$ cat src/rtl/robo_controller.sv
// Left-hand wall-following maze controller: sense, turn, step, clear barriers, settle.
// Command outputs are decoded from the registered state only, so sensors never reach them combinationally.
module robo_controller #(
  parameter int SETTLE_CYCLES  = 1,
  parameter int REMOVE_TIMEOUT = 12,
  parameter int MAX_MOVES      = 255
) (
  input  logic       clock,
  input  logic       reset,
  input  logic       start,
  input  logic       head,
  input  logic       left,
  input  logic       under,
  input  logic       barrier,
  output logic       avancar,
  output logic       girar,
  output logic       remover,
  output logic [7:0] moves,
  output logic [3:0] state,
  output logic       done,
  output logic       fault
);

  typedef enum logic [3:0] {
    IDLE   = 4'd0,
    SENSE  = 4'd1,
    TURN_L = 4'd2,
    FWD    = 4'd3,
    TURN_R = 4'd4,
    REMOVE = 4'd5,
    SETTLE = 4'd6,
    DONE   = 4'd7,
    FAULT  = 4'd8
  } state_t;

  localparam logic [2:0] SETTLE_LAST = 3'(SETTLE_CYCLES - 1);
  localparam logic [3:0] REMOVE_LAST = 4'(REMOVE_TIMEOUT - 1);
  localparam logic [7:0] MOVE_LIMIT  = 8'(MAX_MOVES);

  state_t     state_q;
  logic [7:0] moves_q;
  logic       turned_left_q;
  logic [1:0] turn_q;
  logic [2:0] settle_q;
  logic [3:0] remove_q;

  always_ff @(posedge clock) begin
    if (reset) begin
      state_q       <= IDLE;
      moves_q       <= 8'd0;
      turned_left_q <= 1'b0;
      turn_q        <= 2'd0;
      settle_q      <= 3'd0;
      remove_q      <= 4'd0;
    end else begin
      case (state_q)
        IDLE: begin
          if (start) state_q <= SENSE;
        end
        SENSE: begin
          if (under) begin
            state_q <= DONE;
          end else if (barrier) begin
            state_q       <= REMOVE;
            turned_left_q <= 1'b0;
            remove_q      <= 4'd0;
          end else if (!left && !turned_left_q) begin
            // Left turn is only allowed once before a forward step, so the robot cannot spin in place.
            state_q       <= TURN_L;
            turned_left_q <= 1'b1;
          end else if (!head) begin
            state_q       <= FWD;
            turned_left_q <= 1'b0;
          end else begin
            state_q       <= TURN_R;
            turned_left_q <= 1'b0;
            turn_q        <= 2'd0;
          end
        end
        TURN_L: begin
          state_q  <= SETTLE;
          settle_q <= 3'd0;
        end
        FWD: begin
          moves_q  <= moves_q + 8'd1;
          settle_q <= 3'd0;
          if (moves_q + 8'd1 == MOVE_LIMIT) state_q <= FAULT;
          else                              state_q <= SETTLE;
        end
        TURN_R: begin
          // Right turn is three consecutive left rotations.
          if (turn_q == 2'd2) begin
            state_q  <= SETTLE;
            settle_q <= 3'd0;
          end else begin
            turn_q <= turn_q + 2'd1;
          end
        end
        REMOVE: begin
          if (!barrier) begin
            state_q  <= SETTLE;
            settle_q <= 3'd0;
          end else if (remove_q == REMOVE_LAST) begin
            state_q <= FAULT;
          end else begin
            remove_q <= remove_q + 4'd1;
          end
        end
        SETTLE: begin
          if (settle_q == SETTLE_LAST) state_q <= SENSE;
          else                         settle_q <= settle_q + 3'd1;
        end
        DONE:    state_q <= DONE;
        FAULT:   state_q <= FAULT;
        default: state_q <= IDLE;
      endcase
    end
  end

  assign avancar = (state_q == FWD);
  assign girar   = (state_q == TURN_L) || (state_q == TURN_R);
  assign remover = (state_q == REMOVE);
  assign done    = (state_q == DONE);
  assign fault   = (state_q == FAULT);
  assign moves   = moves_q;
  assign state   = state_q;

endmodule

$ cat config.mk
export PLATFORM = sky130hd
export DESIGN_NAME = robo_controller
export DESIGN_NICKNAME = d
export VERILOG_FILES = /design/src/rtl/robo_controller.sv
export SDC_FILE = /design/constraint.sdc
export NUM_CORES = 1
export LEC_CHECK = 0
export ABC_AREA = 1
export CORE_ASPECT_RATIO = 1.4
export CORE_MARGIN = 2
export CORE_UTILIZATION = 45
export CTS_CLUSTER_SIZE = 24
export DETAILED_ROUTE_END_ITERATION = 12
export DONT_BUFFER_PORTS = 1
export GPL_TIMING_DRIVEN = 0
export MAX_ROUTING_LAYER = met4
export SETUP_SLACK_MARGIN = 0.1
export SYNTH_ARGS = -nofsm -noshare
export SYNTH_HDL_FRONTEND = slang
export SYNTH_SLANG_ARGS = --single-unit
$ cat constraint.sdc
create_clock -name clock -period 1.6 [get_ports clock]
set_input_delay 0.16 -clock clock [delete_from_list [all_inputs] [get_ports clock]]
set_output_delay 0.16 -clock clock [all_outputs]
set_load 0.01 [all_outputs]
==> summary.md, run 1 <==
| Metric | Value |
|---|---|
| Crit-path cells | inv_8 -> nor3_4 -> nand3_2 -> o21ai_2 -> nand2_4 -> or2_1 -> a21oi_2 |
| Ant diodes | 0 |
| Failing checks | setup timing |
| CTS Buffer Depth | 2 |
| Final net count | between 200 and 250 |
| Tot GR Track Use | a little over a fifth |
| Async SR Flop Fraction | 0% |
| PwrDens | 1270 nW/µm² |
| Root Driver | clkbuf_8 |
| Clock power frac | about a fifth |
| Num rows | 24 |
| Top cells by count, synth | nand2_1 (40), inv_1 (31), dfxtp_1 (22) |
| Status | finished, violations left |
| Clock insertion delay at the later pin of the skew report | 0.26 ns |
| Leading area contributor after synthesis | dfxtp_1 |
| Post-synthesis average cell area | approximately 7 µm² |
| Dpl ws | -0.197 ns |
| Drt wl/cell | around 13 µm |
| CP Launch Type | flip-flop |
| Largest delay share family, worst path | simple AND/OR/NAND/NOR gates |
| Ports | 24 |
| DRT Wirelength | around 3.3 mm |
| Critical Path AT | 1.81 ns |
| Area Growth Syn to Fin | 18.1% |
| Final min period | between 1.5 and 2 ns |
| Endpoints failing hold | 0 |
| Initial Util | a little under half |
| Hold WS | approximately 0.071 ns |
| Unrepaired setup endpoints after global routing | true |
| CP Data Required Time | between 1.5 and 2 ns |
| TNS Setup | -0.00172 ns |
| Sw Ratio | roughly two fifths |
| Post-synth EDFFs | 0 |
| Syn Inst Count | 206 |
| Pins Over Slew Limit | 0 |
| Final setup margin | -0.00172 ns |
| Netlist cell types | 36 |
| Initial DRC count | 40 |
| Via Count | around 1400 |
| CP bufs+invs | 1 |
| Post-DP HPWL | approximately 2.5 mm |
| Top-count cell post-synth | nand2_1 |
| CP peak stage delay | between 0.4 and 0.5 ns |
| Worst Max-Slew Pin Slew | around 0.57 ns |
| Internal power | 1.24 mW |
| CORE AREA | between 3000 and 4000 µm² |
| Critical-path top delay cell | dfxtp_4 |
| Vias in the first global route | 1356 |
| Share of the synthesized area in the top cell type | a little under a third |
| Max Clock Skew | between 0.002 and 0.0025 ns |
| Clock-pin slew on the worst setup and hold paths | around 0.080 ns |
| Reg power frac | between 30% and 40% |
| Leakage | a little under 0.7 nW |
| Via-per-instance ratio | approximately 5.3 |
| Peak supply drop | about 970 µV |
| Worst slew margin | around three fifths |
| TritonCTS Buffers | 3 |
| CP max FO | 8 |
| Antenna violations before repair | 0 |
| Clock tree sinks | 22 |
| Syn nets | roughly 220 |
| CTS H-tree depth | 1 |
| Crit. End Element | flip-flop |
| First-pass GRT wire length | between 5 and 6 mm |
| Post-Route Utilization | 54.7% |
| Buffers on Ports | 0 |
| Final cycle utilization of the critical path | 100% |
| Top cells by area, synth | dfxtp_1 (31%), nand2_1 (11%), inv_1 (8.2%), nor2_1 (5.6%), ha_1 (5.3%) |
| Gpl congestion | roughly 0.93 |
| DRC viols | 0 |
| Main synth FF type | dfxtp_1 |
| Overall die width | a little over 50 µm |
| Layout cell share with drive strength beyond 1 | between 20% and 30% |
| Type of the worst setup path | flip-flop to flip-flop |
| Synthesized area | 1420 µm² |
| Max Cap Viol | 0 |
| Die Span Y | just over 70 µm |
| Seq/Total Area, Yosys | about 31% |
| Warnings from Yosys | 0 |
| GRT overflow | 0 |
| FF+latch count, synth | 22 |
| DR pass1 iterations | 4 |
| Largest net degree at the start of global routing | 13 |
| CTS Hold Buffers Added | 0 |
| Die area | 3620 µm² |
| Setup Viol. Count Final | 1 |
| Max Fclk | 0.624 GHz |
| Combinational Power Share | a little over two fifths |
| NetSw | approximately 900 µW |
| CTS tree | yes |
| Antenna Nets Post-Route | 0 |
| Hold WC Path Type | input pin to flip-flop |
-- layout by cell type (no fill, tap or decap), drive strengths merged, types with 6 or more instances in the layout --
cell type and n:
nand3 16, o21ai 15, ha 6, nand2 45, buf 9, a21oi 14, nor2 23, dfxtp 22
nor3 7, inv 36
-- cells by family (layout without fill, tap and decap cells) --
kind of cell | after synthesis | count (layout) | synth area share [%]
flops | 22 | 22 | 31.1
simple gates | 99 | 99 | 35.7
xor+xnor | 1 | 1 | 0.618
buf+inv | 40 | 50 | 11.5
compound gates | 38 | 38 | 15.9
fa+ha+maj | 6 | 6 | 5.30
-- metal layers --
metal | vias to the layer above | wire length, µm | GRT usage, %
met4 | 0 | 53 | 7.02
li1 | 689 | - | -
met1 | 626 | 1350 | 23.0
met3 | 5 | 169 | 3.42
met2 | 36 | 1730 | 37.6
met5 | - | 0 | -
-- flip-flops by register name, indices dropped and copies added (netlist names) --
signal and flops:
moves 8, remove_q 4, settle_q 3, turned_left_q 1, turn_q 2, state 4
-- final cells by class --
type	instances	area, µm²
fill	310	1390
timing repair buffer	6	56.3
sequential	22	468
clock buffer	4	55.1
tap	39	48.8
buffer	4	37.5
inverter	36	148
multi-input combinational	144	861
-- path summary, 6_finish.rpt --
check	start	to	slack (ns)	cells after the start
worst min register to register	turned_left_q	turned_left_q	0.48	2
worst max register to register	state[0]	remove_q[0]	-0.002	7
worst min-delay path	barrier	turned_left_q	0.07	3
worst max-delay path	state[0]	remove_q[0]	-0.002	7
-- per-stage QoR --
step	cell area, µm²	total power [mW]	instances
floorplan	1420	1.42	206
global placement	1470	1.53	245
detailed placement	1470	1.58	245
CTS	1630	2.09	254
global route	1670	2.32	255
finish	1670	2.12	255
-- timing repair --
item,4_1_cts,5_1_grt
resized for setup,28,15
pin swaps,7,4
buffers inserted,5,1
endpoints found under the setup margin,22,15
-- worst reg2reg max path, delay by kind of cell (launching register included) --
kind	cells	cell delay, ns
and+or+nand+nor	4	0.88
AOI/OAI and AO/OA	2	0.21
buffers and inverters	1	0.05
DFF	1	0.41
-- power groups by stage --
stage | clock network, mW | registers [mW] | logic (mW)
finish | 0.404 | 0.823 | 0.895
global route | 0.447 | 0.842 | 1.03
CTS | 0.424 | 0.812 | 0.851
detailed placement | 0 | 0.796 | 0.783
global placement | 0 | 0.789 | 0.744
floorplan | 0 | 0.766 | 0.652
Note: power is estimated with default switching activity, not from simulation.
==> run 2: changes to the inputs <==
Settings changed: CTS_CLUSTER_DIAMETER set to 40, REMOVE_ABC_BUFFERS set to 1.
Clock period 1.6 ns to 2 ns, I/O delays scaled along.
==> run 2 against run 1 <==
The flow now finishes without violations. Wire length decreased by 6.0%. Worst setup slack improved by 0.31 ns. Critical path depth unchanged. Global-route usage decreased by 2.0 points. Cell count fell by 3.1%. Utilization down 4.9 points. Non-clock buffer count shrank 9. Highest routed layer unchanged.
==> summary.md, run 2 (same netlist as run 1, synthesis figures left out) <==
| Metric | Value |
|---|---|
| CTS tree | yes |
| Max FFs per register | 8 |
| Endpoints failing hold | 0 |
| Type of the worst setup path | flip-flop to flip-flop |
| Max Fclk | just under 0.6 GHz |
| Area Growth Syn to Fin | 7.41% |
| Worst Max-Slew Pin Slew | 0.538 ns |
| CTS Buffer Depth | 2 |
| Via-per-instance ratio | between 5 and 6 |
| Met1 usage | roughly 22% |
| Most frequent cells in the layout | nand2_1 (40), inv_1 (31), nor2_1 (21) |
| Crit. End Element | flip-flop |
| CORE AREA | a little over 3000 µm² |
| Final net count | ~220 |
| Ports | 24 |
| PwrDens | between 1000 and 1500 nW/µm² |
| Setup Viol. Count Final | 0 |
| Critical Path AT | ~1.8 ns |
| Pins Over Slew Limit | 0 |
| Reg2Reg Depth | 7 |
| R2r startpoint | state[2] |
| Area after DPL | 1440 µm² |
| CP Launch Type | flip-flop |
| WHS Endpoint | turn_q[0] |
| Clock insertion delay at the later pin of the skew report | 0.26 ns |
| Worst Min Path Start | reset |
| Initial DRC count | 16 |
| Buffers on Ports | 0 |
| Initial Util | between 40% and 50% |
| Max Clock Skew | ~0.0048 ns |
| Post-CTS Setup Inserts | 0 |
| TritonCTS Buffers | 3 |
| Status | complete, no violations |
| DRC viols | 0 |
| Finished Cell Area | approximately 1500 µm² |
| GRT overflow | 0 |
| Die area | between 3000 and 4000 µm² |
| Root Driver | clkbuf_8 |
| Unrepaired setup endpoints after global routing | false |
| Peak supply drop | around 560 µV |
| Flop2flop setup slack | roughly 0.31 ns |
| Num rows | 24 |
| Ant diodes | 0 |
| Clock tree sinks | 22 |
| Dpl cells | about 240 |
| Largest net degree at the start of global routing | 18 |
| Tot GR Track Use | between 10% and 20% |
| Worst R2R End | remove_q[3] |
| CP Data Required Time | approximately 2.2 ns |
| Via Count | between 1000 and 1500 |
| DRT Wirelength | 3.11 mm |
| CP max FO | 8 |
| Max Cap Viol | 0 |
| Overall die width | a little over 50 µm |
| WHS Path Cells | 1 |
| Clock-pin slew on the worst setup and hold paths | around 0.09 ns |
| Final min period | between 1.5 and 2 ns |
| Met3 GRT Util | about 3.4% |
| Antenna Nets Post-Route | 0 |
| Worst slew margin | between 60% and 70% |
| Leakage | approximately 0.63 nW |
| Hold WS | ~0.013 ns |
| TNS Setup | 0 ns |
| Gpl congestion | about 0.84 |
| DR pass1 iterations | 4 |
| Vias in the first global route | roughly 1300 |
| Drt wl/cell | ~13 µm |
| Post-DP HPWL | between 2 and 2.5 mm |
| Most common cell after layout, fill and taps aside | nand2_1 |
| Finished Layout Cells | 247 |
| Layout cell share with drive strength beyond 1 | 15.4% |
| Fillers | ~330 |
| Busiest layer in global routing | met2 |
| CTS H-tree depth | 1 |
| First-pass GRT wire length | about 5.3 mm |
| Hold WC Path Type | input pin to flip-flop |
| Die Span Y | just over 70 µm |
| Antenna violations before repair | 0 |
| Grt met2 use | 32.2% |
| Final cycle utilization of the critical path | 84.5% |
[run 2: final cells by class]
type | count | area [µm²] | area share [%]
Sequential cell | 22 | 444 | 29.2
Clock buffer | 4 | 55.1 | 3.62
Tap cell | 39 | 48.8 | 3.20
Multi-Input combinational cell | 145 | 827 | 54.3
Timing Repair Buffer | 1 | 10.0 | 0.657
Inverter | 36 | 138 | 9.04
[run 2: repair_timing]
action | 4_1_cts | 5_1_grt
hold endpoints to repair | 8 | 0
hold buffers | 1 | 0
endpoints found under the setup margin | 0 | 4
resized for setup | 0 | 4
[run 2: where the power goes]
part	switching, mW	internal [mW]	total [mW]	leakage (nW)
clock	0.149	0.175	0.325	0.0288
sequential	0.117	0.514	0.631	0.180
combinational	0.407	0.210	0.617	0.419
total	0.674	0.899	1.57	0.627
[run 2: how the worst max path moves through the flow]
stage / start / end / depth (start not counted)
floorplan: state[0] / remove_q[3] / 7
global placement: state[1] / state[1] / 6
detailed placement: state[1] / state[1] / 6
CTS: state[1] / state[1] / 6
global route: state[1] / state[1] / 8
finish: state[2] / remove_q[3] / 7
[run 2: critical path: stages, from the launching register on]
cell and delay, ns:
dfxtp_2 0.42, nand2_2 0.12, nor3_4 0.38, nand3_2 0.15, o21ai_2 0.11, nand2_4 0.09
o21ai_2 0.22, nor3b_2 0.08
[run 2: metal layers]
layer | routed length, µm | up-vias
li1 | - | 668
met1 | 1330 | 569
met2 | 1580 | 25
met3 | 146 | 4
met4 | 42 | 0
met5 | 0 | -
[run 2: metrics by stage]
stage | worst slack, ns | power, mW | util [%]
detailed placement | 0.212 | 1.24 | 47.1
global placement | 0.256 | 1.21 | 47.1
CTS | 0.190 | 1.57 | 49.2
global route | 0.138 | 1.72 | 49.7
floorplan | 0.478 | 1.12 | -
finish | 0.311 | 1.57 | 49.7
==> run 3: changes to the inputs <==
Clock period 2 ns to 1.7 ns, I/O delays scaled along.
==> run 3 against run 2 <==
Combinational power grew 32%. First-iteration DRC count increased by 6.3%. Count of clock-buffer cells in the layout stayed put. Largest cell class unchanged. Sequential power up 23%. Worst setup slack worse by 0.24 ns. Utilization rose by 3.6 points. Flip-flop and latch count unchanged.
==> summary.md, run 3 (same netlist as run 1, synthesis figures left out) <==
| Metric | Value |
|---|---|
| DRT Wirelength | approximately 3.2 mm |
| Max Fclk | 0.613 GHz |
| Pins Over Slew Limit | 0 |
| Flop2flop setup slack | roughly 0.068 ns |
| Type of the worst setup path | flip-flop to flip-flop |
| CTS tree | yes |
| Crit. End Element | flip-flop |
| Worst R2R End | remove_q[0] |
| Ports | 24 |
| Ant diodes | 0 |
| Hold WS | around 0.09 ns |
| CP bufs+invs | 1 |
| Max FFs per register | 8 |
| Largest net degree at the start of global routing | 13 |
| Max Clock Skew | 0.00731 ns |
| Num rows | 24 |
| Worst Min Path Start | barrier |
| Clock-pin slew on the worst setup and hold paths | roughly 0.09 ns |
| DRC viols | 0 |
| Most frequent cells in the layout | nand2_1 (36), inv_1 (28), nor2_1 (19) |
| Worst slew margin | approximately 65% |
| Vias in the first global route | ~1400 |
| Die area | ~3600 µm² |
| Layout cell share with drive strength beyond 1 | around a quarter |
| Tot GR Track Use | about 20% |
| CP max FO | 8 |
| Antenna violations before repair | 0 |
| PwrDens | ~1200 nW/µm² |
| Gpl congestion | between 0.8 and 0.9 |
| Final net count | 225 |
| Overall die width | 51.4 µm |
| R2r startpoint | state[0] |
| Initial DRC count | 17 |
| Reg2Reg Depth | 7 |
| Final min period | 1.63 ns |
| Die Span Y | approximately 70 µm |
| First-pass GRT wire length | between 5 and 6 mm |
| Post-Route Utilization | a little over half |
| Antenna Nets Post-Route | 0 |
| Buffers on Ports | 0 |
| CORE AREA | around 3100 µm² |
| Endpoints failing hold | 0 |
| Worst Max-Slew Pin Slew | 0.519 ns |
| Clock insertion delay at the later pin of the skew report | ~0.26 ns |
| CP Data Required Time | ~1.9 ns |
| Largest delay share family, worst path | simple AND/OR/NAND/NOR gates |
| Post-DP HPWL | around 2.3 mm |
| Hold WC Path Type | input pin to flip-flop |
| WHS Endpoint | turned_left_q |
| Initial Util | 46.3% |
| Setup Viol. Count Final | 0 |
| CP Launch Type | flip-flop |
| CTS H-tree depth | 1 |
| Most common cell after layout, fill and taps aside | nand2_1 |
| Critical Path AT | about 1.8 ns |
| Clock tree sinks | 22 |
| Drt wl/cell | ~13 µm |
| Max Cap Viol | 0 |
| Unrepaired setup endpoints after global routing | true |
| Status | complete, no violations |
| DR pass1 iterations | 4 |
| GRT overflow | 0 |
| Area Growth Syn to Fin | 15.2% |
| Root Driver | clkbuf_8 |
| Via Count | ~1300 |
| Critical-path top delay cell | dfxtp_4 |
| Final cycle utilization of the critical path | a little over nine tenths |
| Leakage | 0.650 nW |
| CTS Buffer Depth | 2 |
| CP peak stage delay | 0.43 ns |
| Via-per-instance ratio | roughly 5.2 |
| Fillers | 308 |
| Crit-path cells | inv_8 -> nor3_4 -> nand3_2 -> o21ai_2 -> nand2_4 -> or2_1 -> a21oi_2 |
| Peak supply drop | 763 µV |
| TritonCTS Buffers | 3 |
| WHS Path Cells | 3 |
## run 3: cell count changes in the layout (fill, tap and decap cells not counted), moves of 3 or more
cell     delta
buf_4       +3
nand2_2     +3
inv_1       -3
dfxtp_4     +5
dfxtp_1     -7
nand2_1     -4
## run 3: timing repair
| item | CTS | global route |
|---|---|---|
| setup endpoints to repair | 21 | 15 |
| gates cloned | 1 | 0 |
| buffers inserted | 2 | 1 |
| hold buffers | 1 | 0 |
| endpoints found under the hold margin | 9 | 0 |
| gates resized for setup | 14 | 25 |
| pin swaps | 7 | 3 |
## run 3: layer usage
layer	global-route usage [%]	routed length [µm]	vias up
met1	22.2	1270	588
met3	4.91	190	4
met2	34.6	1680	28
met5	-	0	-
met4	5.85	31	0
li1	-	-	677
## run 3: how the worst max path moves through the flow
stage	slack [ns]	from	depth (start not counted)	to
floorplan	0.18	state[0]	7	remove_q[3]
global placement	-0.04	state[1]	6	state[1]
global route	-0.04	state[0]	7	remove_q[0]
CTS	0.04	state[3]	8	remove_q[0]
detailed placement	-0.09	state[1]	6	state[1]
finish	0.07	state[0]	7	remove_q[0]
## run 3: report_power, final
group | switching, mW | internal, mW
clock network | 0.177 | 0.206
registers | 0.161 | 0.616
logic | 0.515 | 0.302
total | 0.854 | 1.12
## run 3: cell type report
type | instances | area (µm²) | share of cell area [%]
repair buffers | 4 | 32.5 | 1.99
well taps | 39 | 48.8 | 2.99
inverters | 36 | 148 | 9.04
flip-flops and latches | 22 | 465 | 28.5
multi-input cells | 145 | 883 | 54.1
clock buffers | 4 | 55.1 | 3.37
## run 3: stage by stage
| step | TNS [ns] | instance area [µm²] | setup slack (ns) | std cells | power [mW] |
|---|---|---|---|---|---|
| after floorplan | 0 | 1390 | 0.178 | 202 | 1.31 |
| after global placement | -0.205 | 1440 | -0.0441 | 241 | 1.42 |
| after detailed placement | -0.347 | 1440 | -0.0876 | 241 | 1.45 |
| after CTS | 0 | 1560 | 0.0377 | 249 | 1.91 |
| after global routing | -0.108 | 1630 | -0.0440 | 250 | 2.14 |
| final | 0 | 1630 | 0.0676 | 250 | 1.98 |
## run 3: worst reg2reg max path: stages (launching register included)
cell	delay, ns
dfxtp_4	0.43
inv_8	0.07
nor3_4	0.39
nand3_2	0.13
o21ai_2	0.11
nand2_4	0.10
or2_1	0.24
a21oi_2	0.11
